`config.mk`:
```
export PLATFORM = sky130hd
export DESIGN_NAME = inst_fetch_unit
export DESIGN_NICKNAME = d
export VERILOG_FILES = /design/src/rtl/inst_fetch_unit.sv
export SDC_FILE = /design/constraint.sdc
export NUM_CORES = 1
export LEC_CHECK = 0
export ABC_AREA = 1
export CORE_MARGIN = 4
export CORE_UTILIZATION = 25
export CTS_BUF_LIST = sky130_fd_sc_hd__clkbuf_2 sky130_fd_sc_hd__clkbuf_4 sky130_fd_sc_hd__clkbuf_8
export DETAILED_ROUTE_END_ITERATION = 6
export MAX_ROUTING_LAYER = met4
export PLACE_DENSITY_LB_ADDON = 0.15
export SYNTH_ARGS = -nofsm -noshare
export SYNTH_HDL_FRONTEND = slang
export SYNTH_SLANG_ARGS = --single-unit
```
`constraint.sdc`:
```
create_clock -name i_clk -period 2.83 [get_ports i_clk]
set_input_delay 0.566 -clock i_clk [delete_from_list [all_inputs] [get_ports i_clk]]
set_output_delay 0.566 -clock i_clk [all_outputs]
set_load 0.01 [all_outputs]
```
`src/rtl/inst_fetch_unit.sv`:
```
// Fetch stage: owns the word-addressed PC, runs the instruction-memory
// request/ready handshake, latches the fetched word into the IR and applies
// branch/jump redirects from the control unit.
//
// Handshake: o_imem_req rises the cycle after an accepted i_fetch_req and
// stays high, with o_imem_addr stable, until a cycle in which i_imem_ready
// is high (that cycle's i_imem_rdata is captured) or until MAX_WAIT
// consecutive not-ready cycles have passed (timeout -> FAULT).
module inst_fetch_unit #(
    parameter logic [31:0] RESET_PC = 32'h0000_0000,
    parameter int          MAX_WAIT = 16
) (
    input  logic        i_clk,
    input  logic        i_rst_n,
    input  logic        i_fetch_req,
    input  logic [31:0] i_pc_plus,
    input  logic        i_redirect_valid,
    input  logic [31:0] i_redirect_pc,
    output logic [31:0] o_pc,
    output logic        o_imem_req,
    output logic [31:0] o_imem_addr,
    input  logic        i_imem_ready,
    input  logic [31:0] i_imem_rdata,
    output logic [31:0] o_ir,
    output logic        o_ir_valid,
    output logic        o_busy,
    output logic        o_fault,
    output logic [1:0]  o_state
);

    typedef enum logic [1:0] {
        S_IDLE  = 2'd0,
        S_REQ   = 2'd1,
        S_FAULT = 2'd2
    } state_e;

    // Counter only ever needs to reach MAX_WAIT-1.
    localparam int          CW       = (MAX_WAIT > 1) ? $clog2(MAX_WAIT) : 1;
    localparam logic [CW-1:0] CNT_LAST = CW'(MAX_WAIT - 1);

    state_e        state_q, state_d;
    logic [31:0]   pc_q, pc_d;
    logic [31:0]   addr_q, addr_d;
    logic [31:0]   ir_q, ir_d;
    logic          ir_valid_q, ir_valid_d;
    logic          req_q, req_d;
    logic          busy_q, busy_d;
    logic          fault_q, fault_d;
    logic [CW-1:0] cnt_q, cnt_d;
    logic          pend_q, pend_d;
    logic [31:0]   pend_pc_q, pend_pc_d;

    logic          timeout;

    // Last allowed not-ready cycle of a request.
    assign timeout = (cnt_q == CNT_LAST) && !i_imem_ready;

    // State register.
    always_ff @(posedge i_clk or negedge i_rst_n) begin
        if (!i_rst_n) begin
            state_q <= S_IDLE;
        end else begin
            state_q <= state_d;
        end
    end

    // Next-state logic; ready wins over timeout in the final allowed cycle.
    always_comb begin
        state_d = state_q;
        unique case (state_q)
            S_IDLE: begin
                if (!i_redirect_valid && i_fetch_req) state_d = S_REQ;
            end
            S_REQ: begin
                if (i_imem_ready) state_d = S_IDLE;
                else if (timeout) state_d = S_FAULT;
            end
            S_FAULT: begin
                if (i_redirect_valid) state_d = S_IDLE;
            end
            default: state_d = S_IDLE;
        endcase
    end

    // Output/datapath next values; every output is a register loaded here.
    always_comb begin
        pc_d       = pc_q;
        addr_d     = addr_q;
        ir_d       = ir_q;
        ir_valid_d = 1'b0;
        req_d      = req_q;
        busy_d     = busy_q;
        fault_d    = fault_q;
        cnt_d      = cnt_q;
        pend_d     = pend_q;
        pend_pc_d  = pend_pc_q;
        unique case (state_q)
            S_IDLE: begin
                if (i_redirect_valid) begin
                    // Redirect has priority; a simultaneous fetch is dropped.
                    pc_d = i_redirect_pc;
                end else if (i_fetch_req) begin
                    addr_d = pc_q;
                    req_d  = 1'b1;
                    busy_d = 1'b1;
                    cnt_d  = '0;
                end
            end
            S_REQ: begin
                if (i_imem_ready) begin
                    ir_d       = i_imem_rdata;
                    ir_valid_d = 1'b1;
                    req_d      = 1'b0;
                    busy_d     = 1'b0;
                    pend_d     = 1'b0;
                    // A redirect this cycle beats one stored earlier.
                    if (i_redirect_valid) pc_d = i_redirect_pc;
                    else if (pend_q)      pc_d = pend_pc_q;
                    else                  pc_d = i_pc_plus;
                end else begin
                    if (i_redirect_valid) begin
                        pend_d    = 1'b1;
                        pend_pc_d = i_redirect_pc;
                    end
                    if (timeout) begin
                        // Abandon the fetch; any stored target is discarded.
                        req_d   = 1'b0;
                        busy_d  = 1'b0;
                        fault_d = 1'b1;
                        pend_d  = 1'b0;
                    end else begin
                        cnt_d = cnt_q + 1'b1;
                    end
                end
            end
            S_FAULT: begin
                if (i_redirect_valid) begin
                    pc_d    = i_redirect_pc;
                    fault_d = 1'b0;
                end
            end
            default: ;
        endcase
    end

    // Datapath registers; reset aborts any fetch in flight.
    always_ff @(posedge i_clk or negedge i_rst_n) begin
        if (!i_rst_n) begin
            pc_q       <= RESET_PC;
            addr_q     <= RESET_PC;
            ir_q       <= '0;
            ir_valid_q <= 1'b0;
            req_q      <= 1'b0;
            busy_q     <= 1'b0;
            fault_q    <= 1'b0;
            cnt_q      <= '0;
            pend_q     <= 1'b0;
            pend_pc_q  <= '0;
        end else begin
            pc_q       <= pc_d;
            addr_q     <= addr_d;
            ir_q       <= ir_d;
            ir_valid_q <= ir_valid_d;
            req_q      <= req_d;
            busy_q     <= busy_d;
            fault_q    <= fault_d;
            cnt_q      <= cnt_d;
            pend_q     <= pend_d;
            pend_pc_q  <= pend_pc_d;
        end
    end

    assign o_pc        = pc_q;
    assign o_imem_addr = addr_q;
    assign o_ir        = ir_q;
    assign o_ir_valid  = ir_valid_q;
    assign o_imem_req  = req_q;
    assign o_busy      = busy_q;
    assign o_fault     = fault_q;
    assign o_state     = state_q;

endmodule

```
==> impl_metrics.csv, run 1 <==
group,metric,value,unit
sta,rsz0062_at_grt,"no",
logic_synthesis,synth_top_area_cell,"dfrtp_1",
global_route,use_met3,2.71,%
global_route,grtUsageTotal,14.8,%
global_route,use_met2,22.5,%
cts,cts_sinks,138,
sta,tns,0,ps
logic_synthesis,synth_area,0.00610,mm2
cts,htreeDepth,4,
cells_and_area,layout_common_cells,"nand2_1 (327), clkdlybuf4s50_1 (201), dfrtp_1 (137)",
placed_design,place_congestion,0.715,
placed_design,dp_hpwl,13.5,mm
global_route,overflow,0,
detailed_routing,wirelength,19.1,mm
detailed_routing,drt-initial-drc-count,339,
sta,finClkSkew,11.4,ps
setup_path,worst_ep_required_time,2260,ps
sta,tightest_slew,624,ps
cts,cts_buffers,17,
floorplanning,ios,203,
sta,fin_crit_sh,72.2,%
placed_design,dpl.cell_count,1242,
setup_path,cp-end-kind,"output port",
setup_path,cp.depth,1,
logic_synthesis,synth_top_family_by_area,"simple AND/OR/NAND/NOR gates",
cts,cts_root_buf,"clkbuf_8",
logic_synthesis,synth_compound_area_share,8.25,%
logic_synthesis,synth_fp_nets,850,
min_path,hp-class,"in2async",
setup_path,crit_type,"reg2out",
logic_synthesis,synthAdderAreaFrac,0.205,%
cts,cts.repair.resized,0,
detailed_routing,viasPerCell,4.16,
logic_synthesis,syn_inst,748,
global_route,grt_pass1_wl,29.9,mm
setup_path,critPathMaxFanout,3,
logic_synthesis,synth-xor-area-share,0,%
cts,clk_latency,440,ps
cts,max-clock-path-buffers,2,
pwr,pwr_density_cell,719,mW/mm2
cells_and_area,instances_no_fill,1275,
setup_path,cp_num_buf_inv,1,
floorplanning,fp-row-count,56,
setup_path,start_kind,"flip-flop",
cells_and_area,fin_nets,1044,
setup_path,slowest_stage,"clkdlybuf4s50_1",
sta,max_slew_margin,58.4,%
floorplanning,die_y,164,um
cts,cts_tree,"done",
global_route,grt_max_degree,64,
logic_synthesis,synth_top_cells_by_area,"dfrtp_1 (57%), nand2_1 (20%), nand3_1 (4.6%)",
logic_synthesis,yosysWarnings,0,
sta,drv_slew,0,
run_status,status,"completed",
detailed_routing,ant_nets,0,
pwr,leakage,4.27,nW
logic_synthesis,synth_simple_gate_area_share,26.9,%
logic_synthesis,yosysUniqueCellTypes,21,
setup_path,critPathArrivalTime,1480,ps
logic_synthesis,synth.area.mux_share,0,%
cts,cts_setup_buffers,0,
setup_path,rr_worst_depth,7,
sta,setup_viol,0,
global_route,grt_use_met1,20.1,%
cells_and_area,area.growth.synth_to_final,45.5,%
setup_path,crit_family,"buffers and inverters",
setup_path,cpPeakStageDelay,590,ps
floorplanning,core,0.0238,mm2
floorplanning,die_area,0.0270,mm2
global_route,grt_pass1_vias,5271,
logic_synthesis,yosysTopAreaCellShare,56.6,%
floorplanning,start_util,25.7,%
job,cap_violations,0,
pwr,ir_drop,205,uV
sta,min_period,2040,ps
sta,final-hold-violation-count,0,
cells_and_area,layout-drive-gt1-share,7.33,%
cts,holdBufCountCts,0,
setup_path,cp_cell_sequence,"clkdlybuf4s50_1",
detailed_routing,drt_first_pass_iters,4,
detailed_routing,drcViolationCount,0,
cts,clk_pin_slew,80,ps
logic_synthesis,synth_seq_area_share,56.6,%
placed_design,io_buffers,202,
cells_and_area,final_common_cell,"nand2_1",
logic_synthesis,synth.ff_latch_count,138,
global_route,antenna_found_initial,1,
floorplanning,dieWidth,164,um
detailed_routing,post_drt_wl_per_cell,15.0,um
logic_synthesis,syn_area_per_cell,8.15,um2
detailed_routing,route.vias.total,5304,
global_route,grt.busiest_layer,"met2",
sta,fmax,489,MHz
[where the power goes]
part           internal [mW]  leakage (nW)  total (mW)  switching [mW]
Clock                  0.813         0.196        1.66           0.849
Sequential              2.44          1.70        2.72           0.276
Combinational           1.01          2.37        2.00           0.987
[sequential cells by signal, indices dropped and copies added, names as in the netlist]
signal / cells
o_ir: 32
pend_pc_q: 32
o_ir_valid: 1
pend_q: 1
o_pc: 32
o_busy: 1
o_state: 2
cnt_q: 4
o_fault: 1
o_imem_addr: 32
[layout make-up]
class	instances	area, um2
diodes	1	2.50
clock buffers	18	241
clock inverters	14	160
fillers	2443	14900
inverters	73	274
multi-input cells	496	2170
flip-flops and latches	138	3450
well taps	319	399
repair buffers	216	2180
[synth_stat cells (all sizes together)]
master / count
o21ai: 49
nand2: 330
buf: 24
o211ai: 17
dfrtp: 138
nand4: 1
a21oi: 17
nor2: 24
ha: 1
nand3: 56
inv: 73
nor3: 1
clkbuf: 17
[through the flow]
| stage | setup slack, ps | utilization, % | power (mW) | hold WS, ps | cell area [um2] |
|---|---|---|---|---|---|
| after floorplan | 1470 | - | 3.60 | 270 | 6100 |
| after global placement | 438 | 35.7 | 4.78 | 453 | 8470 |
| after detailed placement | 426 | 35.7 | 4.80 | 459 | 8470 |
| after CTS | 720 | 37.4 | 6.52 | 111 | 8870 |
| after global routing | 670 | 37.4 | 6.84 | 122 | 8880 |
| final | 787 | 37.4 | 6.38 | 114 | 8880 |
[routing by layer]
layer	share of wire [%]	routed length (um)
met1	46	8790
met2	47	8960
met3	5.5	1050
met4	1.6	307
met5	0	0
[path summary, 6_finish.rpt]
kind	from	to	slack [ps]
setup / recovery	o_pc[1]	o_pc[1]	790
hold / removal	i_rst_n	o_pc[19]	110
setup reg to reg	o_state[0]	pend_pc_q[19]	1250
hold reg to reg	pend_pc_q[1]	pend_pc_q[1]	480
max in group asynchronous	i_rst_n	o_ir[18]	2050
min in group i_clk	pend_pc_q[1]	pend_pc_q[1]	480
[logic make-up (layout without fill, tap and decap cells)]
logic type      Yosys count  count (layout)
fa+ha+maj                 1               1
compound gates           83              83
flops                   138             138
other cells               0               1
buf+inv                 114             321
simple gates            412             412
(Power assumes the default switching activity.)
==> run 2, diff against run 1 <==
clock period = 2 ns   (was 2.83 ns; I/O delays follow)
==> run 2 against run 1 <==
Clock-buffer cell count unchanged. Via count increased by 2.1%. First-iteration DRC count decreased by 14%. Final area increased by 2.4%. Clock skew increased by 2.5 ps.
==> impl_metrics.csv, run 2 (synthesis results as in run 1) <==
group,metric,value,unit
cts,max-clock-path-buffers,2,
setup_path,cp_cell_sequence,"clkdlybuf4s50_1",
cells_and_area,instances_no_fill,1284,
setup_path,cp.depth,1,
pwr,switching_power,2.95,mW
sta,drv_slew,0,
cts,clk_pin_slew,80,ps
global_route,grt_max_degree,50,
setup_path,rr_worst_depth,7,
detailed_routing,wirelength,19.4,mm
setup_path,critPathArrivalTime,1460,ps
global_route,grt_pass1_vias,5283,
setup_path,worst_ep_required_time,1600,ps
cells_and_area,fin_nets,1054,
global_route,grt_pass1_wl,30.1,mm
cts,cts.repair.resized,0,
sta,min_period,1860,ps
pwr,power,9.42,mW
cells_and_area,fillers,2463,
cells_and_area,finalInstanceArea,0.00909,mm2
setup_path,cpPeakStageDelay,580,ps
pwr,pwr_density_cell,1040,mW/mm2
cts,clk_latency,430,ps
setup_path,start_kind,"flip-flop",
cells_and_area,final_common_cell,"nand2_1",
placed_design,dpl.cell_count,1251,
setup_path,crit_family,"buffers and inverters",
cells_and_area,layout-drive-gt1-share,8.09,%
placed_design,dp_hpwl,13.9,mm
detailed_routing,post_drt_wl_per_cell,15.1,um
setup_path,cp_num_buf_inv,1,
cells_and_area,seq_area,0.00345,mm2
floorplanning,fp-row-count,56,
sta,setup_viol,0,
pwr,pwr-share-clk,28.5,%
pwr,ir_drop,353,uV
detailed_routing,route.vias.total,5416,
sta,rsz0062_at_grt,"no",
sta,tns,0,ps
global_route,antenna_found_initial,1,
global_route,overflow,0,
pwr,p_seq_share,40.8,%
cells_and_area,multi_input_area,0.00217,mm2
placed_design,io_buffers,202,
min_path,hp-class,"reg2reg",
sta,fmax,539,MHz
cells_and_area,area.growth.synth_to_final,49.0,%
detailed_routing,viasPerCell,4.22,
pwr,comb_power_share,30.7,%
sta,tightest_slew,544,ps
setup_path,slowest_stage,"clkdlybuf4s50_1",
cts,htreeDepth,4,
detailed_routing,drt_first_pass_iters,4,
pwr,leakage,4.37,nW
placed_design,place_congestion,0.761,
floorplanning,die_y,164,um
cts,cts_buffers,17,
detailed_routing,drt-initial-drc-count,290,
sta,final-hold-violation-count,0,
floorplanning,core,0.0238,mm2
floorplanning,dieWidth,164,um
cells_and_area,layout_common_cells,"nand2_1 (327), clkdlybuf4s50_1 (201), dfrtp_1 (137)",
pwr,p_int,6.47,mW
pwr,p_sw_share,31.3,%
job,cap_violations,0,
sta,fin_crit_sh,92.8,%
run_status,status,"completed",
floorplanning,ios,203,
cts,cts_tree,"done",
placed_design,place_area,0.00861,mm2
setup_path,critPathMaxFanout,3,
cts,cts_sinks,138,
setup_path,crit_type,"reg2out",
floorplanning,start_util,25.7,%
sta,finClkSkew,13.9,ps
detailed_routing,drcViolationCount,0,
sta,max_slew_margin,63.7,%
global_route,grtUsageTotal,14.9,%
setup_path,cp-end-kind,"output port",
cts,cts_setup_buffers,0,
cts,cts_root_buf,"clkbuf_8",
detailed_routing,ant_nets,0,
min_path,holdPathStages,2,
floorplanning,die_area,0.0270,mm2
run 2: worst paths after layout:
| check | to | from | slack, ps |
|---|---|---|---|
| max reg2reg | pend_pc_q[22] | o_state[0] | 450 |
| min reg2reg | pend_pc_q[25] | pend_pc_q[25] | 470 |
| min | pend_pc_q[25] | pend_pc_q[25] | 470 |
| min in group asynchronous | o_pc[19] | i_rst_n | 480 |
| max in group asynchronous | o_pc[6] | i_rst_n | 890 |
| max | o_pc[28] | o_pc[28] | 140 |
run 2: cell type report:
class	instances	share of cell area (%)
Sequential cell	138	38.0
Timing Repair Buffer	226	25.6
Multi-Input combinational cell	496	23.8
Tap cell	319	4.39
Inverter	73	3.01
Clock buffer	18	2.73
Clock inverter	13	2.35
Antenna cell	1	0.0275
run 2: power by group through the flow:
| stage | clock (mW) | sequential (mW) | combinational, mW |
|---|---|---|---|
| after floorplan | 0 | 4.07 | 1.02 |
| after global placement | 0 | 3.90 | 2.93 |
| after detailed placement | 0 | 3.90 | 2.95 |
| after CTS | 2.79 | 3.85 | 2.96 |
| after global routing | 2.93 | 3.94 | 3.21 |
| final | 2.68 | 3.84 | 2.89 |
run 2: metal layers:
layer	vias up	share of wire, %	GRT usage (%)
met5	-	0	-
met4	0	0.85	3.81
met3	8	4.0	2.99
met2	124	47	22.8
met1	2550	48	20.2
li1	2734	-	-
run 2: per-stage QoR:
step / hold WS (ps) / utilization (%) / setup WS [ps]
3_3_place_gp: 395 / 36.3 / 155
5_1_grt: 457 / 38.3 / 62.4
2_1_floorplan: 104 / - / 668
4_1_cts: 440 / 38.3 / 86.3
6_report: 475 / 38.3 / 144
3_5_place_dp: 394 / 36.3 / 108
run 2: what timing repair did:
item | CTS | global route
setup endpoints to repair | 0 | 0
hold buffers | 1 | 0
hold endpoints to repair | 43 | 0
==> run 3, diff against run 2 <==
CTS_CLUSTER_SIZE = 20   (was unset)
==> results of run 3 <==
The final DEF is identical to that of run 2; final timing and power are the same.
